**src/rtl/serializer_pkg.sv**
```systemverilog
// Shared types and width helpers for the parallel-to-serial stage.
// Imported by the interface and the serializer top.
package serializer_pkg;

    typedef enum logic {IDLE, SEND} ser_state_t;

    localparam int DATA_W_DEF = 16;

    function automatic int mod_w(input int dw);
        return $clog2(dw);
    endfunction

    // one extra bit so a full-word count of DATA_W fits without wrapping
    function automatic int cnt_w(input int dw);
        return $clog2(dw) + 1;
    endfunction

endpackage

```
**src/rtl/serializer_if.sv**
```systemverilog
// Word-in / bit-out bundle between the word source, the serializer
// and the downstream deserializer.
interface serializer_if
    import serializer_pkg::*;
#(
    parameter int DATA_W = DATA_W_DEF
);
    localparam int MOD_W = mod_w(DATA_W);

    logic [DATA_W-1:0] data_i;
    logic [MOD_W-1:0]  data_mod_i;
    logic              data_val_i;
    logic              ser_data_o;
    logic              ser_data_val_o;
    logic              busy_o;

    modport master (
        output data_i,
        output data_mod_i,
        output data_val_i,
        input  ser_data_o,
        input  ser_data_val_o,
        input  busy_o
    );

    modport slave (
        input  data_i,
        input  data_mod_i,
        input  data_val_i,
        output ser_data_o,
        output ser_data_val_o,
        output busy_o
    );

endinterface

```
**src/rtl/serializer.sv**
```systemverilog
// Parallel-to-serial stage: loads a word, shifts the top N bits out
// MSB first, one valid bit per clock, with busy back-pressure.
module serializer
    import serializer_pkg::*;
#(
    parameter int DATA_W = DATA_W_DEF
) (
    input  logic        clk_i,
    input  logic        srst_n_i,
    serializer_if.slave bus
);
    localparam int MOD_W = mod_w(DATA_W);
    localparam int CNT_W = cnt_w(DATA_W);

    ser_state_t        state_q;
    ser_state_t        state_d;
    logic [DATA_W-1:0] shift_q;
    logic [DATA_W-1:0] shift_d;
    logic [CNT_W-1:0]  cnt_q;
    logic [CNT_W-1:0]  cnt_d;

    always_ff @(posedge clk_i) begin
        if (!srst_n_i) begin
            state_q <= IDLE;
        end else begin
            state_q <= state_d;
        end
    end

    always_ff @(posedge clk_i) begin
        if (!srst_n_i) begin
            shift_q <= '0;
            cnt_q   <= '0;
        end else begin
            shift_q <= shift_d;
            cnt_q   <= cnt_d;
        end
    end

    always_comb begin
        state_d = state_q;
        shift_d = shift_q;
        cnt_d   = cnt_q;
        unique case (state_q)
            IDLE: begin
                if (bus.data_val_i) begin
                    state_d = SEND;
                    shift_d = bus.data_i;
                    if (bus.data_mod_i == '0) begin
                        cnt_d = CNT_W'(DATA_W);
                    end else begin
                        cnt_d = {1'b0, bus.data_mod_i};
                    end
                end
            end
            SEND: begin
                cnt_d = cnt_q - CNT_W'(1);
                // clearing on the last bit keeps the idle serial line at 0
                if (cnt_q == CNT_W'(1)) begin
                    state_d = IDLE;
                    shift_d = '0;
                end else begin
                    shift_d = {shift_q[DATA_W-2:0], 1'b0};
                end
            end
            default: begin
                state_d = IDLE;
            end
        endcase
    end

    assign bus.ser_data_o     = shift_q[DATA_W-1];
    assign bus.ser_data_val_o = (state_q == SEND);
    assign bus.busy_o         = (state_q == SEND);

endmodule

```
**src/flat_wrapper.sv**
```systemverilog
// flat-port wrapper written by rule: the top's interface ports become plain ports
module serializer_flat import serializer_pkg::*;
#(
    parameter int DATA_W = DATA_W_DEF
)
  (clk_i, srst_n_i, bus_data_i, bus_data_mod_i, bus_data_val_i, bus_ser_data_o, bus_ser_data_val_o, bus_busy_o);
  serializer_if #(.DATA_W(DATA_W)) bus_i ();
  input  logic clk_i;
  input  logic srst_n_i;
  input wire logic [$bits(bus_i.data_i)-1:0] bus_data_i;
  input wire logic [$bits(bus_i.data_mod_i)-1:0] bus_data_mod_i;
  input wire logic [$bits(bus_i.data_val_i)-1:0] bus_data_val_i;
  output wire logic [$bits(bus_i.ser_data_o)-1:0] bus_ser_data_o;
  output wire logic [$bits(bus_i.ser_data_val_o)-1:0] bus_ser_data_val_o;
  output wire logic [$bits(bus_i.busy_o)-1:0] bus_busy_o;
  assign bus_i.data_i = bus_data_i;
  assign bus_i.data_mod_i = bus_data_mod_i;
  assign bus_i.data_val_i = bus_data_val_i;
  assign bus_ser_data_o = bus_i.ser_data_o;
  assign bus_ser_data_val_o = bus_i.ser_data_val_o;
  assign bus_busy_o = bus_i.busy_o;
  serializer #(.DATA_W(DATA_W)) u_core (.clk_i(clk_i), .srst_n_i(srst_n_i), .bus(bus_i));
endmodule
```
**config.mk**
```make
export PLATFORM = sky130hd
export DESIGN_NAME = serializer_flat
export DESIGN_NICKNAME = d
export VERILOG_FILES = /design/src/rtl/serializer_pkg.sv /design/src/rtl/serializer_if.sv /design/src/rtl/serializer.sv /design/src/flat_wrapper.sv
export SDC_FILE = /design/constraint.sdc
export NUM_CORES = 1
export LEC_CHECK = 0
export BUFFER_PORTS_ARGS = -buffer_cell sky130_fd_sc_hd__buf_2
export CAP_MARGIN = 30
export CORE_ASPECT_RATIO = 0.6
export CORE_MARGIN = 2
export CORE_UTILIZATION = 50
export CTS_CLUSTER_SIZE = 28
export DETAILED_ROUTE_END_ITERATION = 10
export GPL_TIMING_DRIVEN = 0
export PLACE_DENSITY = 0.75
export SLEW_MARGIN = 0
export SYNTH_ARGS = -nofsm -noshare
export SYNTH_HDL_FRONTEND = slang
export SYNTH_SLANG_ARGS = --single-unit
```
**constraint.sdc**
```tcl
create_clock -name clk_i -period 1.65 [get_ports clk_i]
set_input_delay 0.33 -clock clk_i [delete_from_list [all_inputs] [get_ports clk_i]]
set_output_delay 0.33 -clock clk_i [all_outputs]
set_load 0.1 [all_outputs]
```
* After elaboration in Yosys (flattened, before gate mapping)
Index checks and enable logic that the tools add are counted.
Storage, ports and cells: latch bits 0, flip-flop bits (word level) 22, input bits 23, memories 0, ROM bits 0, output and inout bits 3, word-level logic and storage cells 17, RAM bits 0
Cells by class: eq/ne operators 2, divide/modulo/power cells 0, bitwise gates (word level) 1, magnitude comparators 0, $add $sub $neg 1, shift-type cells 0, $mul 0, reductions and logical operators 1, muxes and demuxes 9
Operators with widths (count):
- two-way mux 16 bit | 2
- one-hot mux 16 bit (2 select lines) | 1
- two-way mux 5 bit | 2
- one-hot mux 5 bit (2 select lines) | 1
- equality test 5 x 1 -> 1 bit, second input constant | 1
- subtractor 5 x 1 -> 5 bit, second input constant | 1
- zero test 4 bit | 1
- two-way mux 1 bit | 2
- != test 2 bit, second input constant | 1
- one-hot mux 1 bit (2 select lines) | 1
- inverter 1 bit | 1

* Depth between registers and ports, before layout
depth after elaboration 4, depth in mapped cells 7, depth with buffers taken out 5

* Worst setup path after synthesis
No wires, ideal clock.
path kind flip-flop to flip-flop, from reg u_core.state_q (netlist: u_core.bus.busy_o), to reg u_core.cnt_q[3], setup slack -0.261 ns, cell stages (with the launch flop) 6, required time 1.576 ns, setup time 0.074 ns, buffers on the path 3, arrival time 1.836 ns, clock period less this slack 1.911 ns, path through dfxtp_1 > buf_2 > buf_2 > buf_2 > nand3b_1 > a31oi_1
Between the ends: cells in the longest elaborated chain, start to end 2, elaborated cells on any way between the ends 3, those cells by class eq/ne (1); mux (1); bitwise (1)
Ends and longest elaborated chain:
- start, declared | line serializer.sv:15 | ser_state_t state_q;
- start signal, assigned | line serializer.sv:26 | state_q <= state_d;
- inverter 1 bit | line serializer.sv:44 | unique case (state_q)
- one-hot mux 5 bit (2 select lines) / != test 2 bit (equally long branches)
- end signal, assigned | line serializer.sv:36 | cnt_q <= cnt_d;
- end, declared | line serializer.sv:19 | logic [CNT_W-1:0] cnt_q;
Parallel ways exist; a longest one is shown, timed or not. A chain may end at the register's enable or synchronous reset.

* Worst setup path in the final report
from reg u_core.cnt_q[1], to reg u_core.state_q (netlist: u_core.bus.busy_o)
Between the ends: cells in the longest elaborated chain, start to end 3
Ends and longest elaborated chain:
- equality test 5 x 1 -> 1 bit | line serializer.sv:59 | if (cnt_q == CNT_W'(1)) begin
- two-way mux 1 bit | line serializer.sv:59
- one-hot mux 1 bit (2 select lines) | line serializer.sv:44
Every way passes these cells.

==> results.json <==
{
  "worst_pin_slew_ps": 497.4,
  "critical_path_class": "flip-flop to flip-flop",
  "synth.most_common_cell": "dfxtp_1",
  "drcViolationCount": 0,
  "avgSynthCellArea_sq_um": 7.896,
  "areaGrowthSynthToFinish_pct": 18.91,
  "ys.flop_type": "dfxtp_1",
  "clock_skew_ps": 3.485,
  "hold_ws_ps": 357.3,
  "grt_use_total": 0.2041,
  "required_ps": 1800,
  "p_leak_uw": 0.0006782,
  "grt_first_pass_wirelength_mm": 4.071,
  "synth_top_area_share": 0.3847,
  "insertion_delay_ps": 260,
  "slew_headroom": 0.6684,
  "gp_congestion": 0.8715,
  "async_reset_ff_frac": 0,
  "filler_cell_count": 189,
  "final_area_sq_um": 1361,
  "cts_tree": "built",
  "numCtsBuffers": 3,
  "crit_fanout": 10,
  "arrival_ps": 1730,
  "io_buffers": 25,
  "wl_mm": 2.578,
  "crit_path_start_kind": "flip-flop",
  "final_cells": 203,
  "status": "complete, no violations",
  "place_area_sq_um": 1309,
  "coreArea_sq_um": 2163,
  "htreeDepth": 1,
  "grt_max_degree": 12,
  "synthCells": 145,
  "yosysSeqAreaShare": 0.3847,
  "ys_ff_latch": 22,
  "cts_sinks": 22,
  "power.density_nw_per_um2": 928.4,
  "finalMaxSlewViolations": 0,
  "finalCritPeriodShare": 0.9596,
  "synthTopCellsByCount": "dfxtp_1, inv_1, a21oi_1, o21ai_0",
  "synth_edf_count": 0,
  "crit_path_end_kind": "flip-flop",
  "grt_overflow_total": 0,
  "setup_viol": 0,
  "fmax_mhz": 631.6,
  "reg2reg_setup_slack_ps": 70,
  "yosys-top-cells-area": "dfxtp_1, a21o_1, a21oi_1",
  "hold_path.class": "primary input to flip-flop",
  "path_clk_slew_ps": 80,
  "die_w_microns": 65.78,
  "final_core_util": 0.6293,
  "fin_total_pwr_uw": 1264,
  "diodes": 0,
  "antenna_found_initial": 0,
  "root_buffer": "clkbuf_8",
  "wl_per_cell_microns": 12.70,
  "fin_crit_ps": 1583,
  "die-area_sq_um": 2701,
  "yosys_warnings": 0,
  "ctsHoldBuffers": 0,
  "initial_core_util": 0.5292,
  "ir_drop_mv": 0.5814,
  "syn-num-nets": 170,
  "std_cell_rows": 13,
  "postCtsSetupBuffers": 0,
  "vias": 1084,
  "final_hold_viol_count": 0,
  "drive_above_1_share": 0.2312,
  "drt-initial-drc-count": 60,
  "netlist_area_sq_um": 1145,
  "via_per_inst": 5.340,
  "grt_pass1_vias": 911,
  "ios": 26,
  "drtAntennaViolNets": 0,
  "die_h_microns": 41.07,
  "maxCapViolCount": 0,
  "dp_hpwl_mm": 1.878,
  "cts.path.max_buffers": 2,
  "synth_cell_types": 32,
  "detail_route.first_pass.iterations": 4,
  "dp_cells": 200,
  "synth_largest_area_cell": "dfxtp_1",
  "final_nets": 200
}
==> where the power goes <==
part	internal, uW	switching [uW]
clock	163	164
sequential	583	33.2
combinational	128	192
total	874	390
==> cells by family (layout without fill, tap and decap cells) <==
kind of cell	after synthesis	count (layout)	share of synthesized area
flip-flops	22	22	0.3847
multiplexers	1	1	0.008744
buffers and inverters	30	58	0.1137
AND/OR/NAND/NOR	34	34	0.1705
AO/OA/AOI/OAI	56	56	0.3006
adder cells (fa/ha/maj)	2	2	0.02185
==> layer usage <==
| layer | track usage | vias to the layer above | wire, microns |
|---|---|---|---|
| met1 | 0.2794 | 498 | 1286 |
| li1 | - | 556 | - |
| met2 | 0.3182 | 28 | 1151 |
| met5 | 0 | - | 0 |
| met4 | 0.05729 | 0 | 13 |
| met3 | 0.05769 | 2 | 125 |
==> layout by cell type, fill, tap and decap left out, types with 2 or more instances in the layout <==
master / netlist / layout
buf_2: 5 / 29
dfxtp_1: 22 / 20
inv_1: 18 / 18
o21ai_0: 16 / 16
a21oi_1: 16 / 16
a21o_1: 15 / 15
nand3_1: 15 / 15
clkbuf_1: 5 / 5
nor2b_1: 4 / 4
nor2_1: 3 / 3
clkbuf_8: 0 / 3
nor3_1: 2 / 2
nand3b_1: 2 / 2
buf_6: 1 / 2
a211oi_1: 2 / 2
ha_1: 2 / 2
dfxtp_2: 0 / 2
==> state kept, by name, summed over array words and instances, names as in the netlist <==
register and count:
u_core.bus.busy_o 1, u_core.cnt_q 5, u_core.shift_q 16
==> final timing paths <==
check / cells after the start / from / endpoint
worst max-delay path: 7 / u_core.cnt_q[1] / u_core.bus.busy_o
worst max register to register: 7 / u_core.cnt_q[1] / u_core.bus.busy_o
worst min-delay path: 3 / bus_data_mod_i[2] / u_core.cnt_q[2]
worst min register to register: 2 / u_core.shift_q[7] / u_core.shift_q[8]
==> final cells by class <==
type	count	area [sq um]	area share
inverter	18	67.56	0.04963
tap	30	37.54	0.02757
sequential	22	442.9	0.3254
buffer	12	68.82	0.05055
timing repair buffer	25	125.1	0.09191
multi-input combinational	93	578.1	0.4246
clock buffer	3	41.29	0.03033
==> metrics by stage <==
stage / setup TNS, ps / setup WS (ps)
final: 0 / 66.60
after global routing: -7.674 / -7.674
after CTS: 0 / 17.53
after detailed placement: 0 / 45.05
after global placement: 0 / 61.40
after floorplan: 0 / 83.48
==> repair_timing <==
item	4_1_cts	5_1_grt
setup endpoints to repair	0	10
resized for setup	0	5
hold endpoints to repair	0	0
==> critical path, cell delays in order (launching register included) <==
cell and delay, ps:
dfxtp_1 330, inv_1 80, ha_1 150, or4b_4 460
buf_6 150, buf_6 130, a21oi_2 120, nor2_1 40
(Power assumes the default switching activity.)
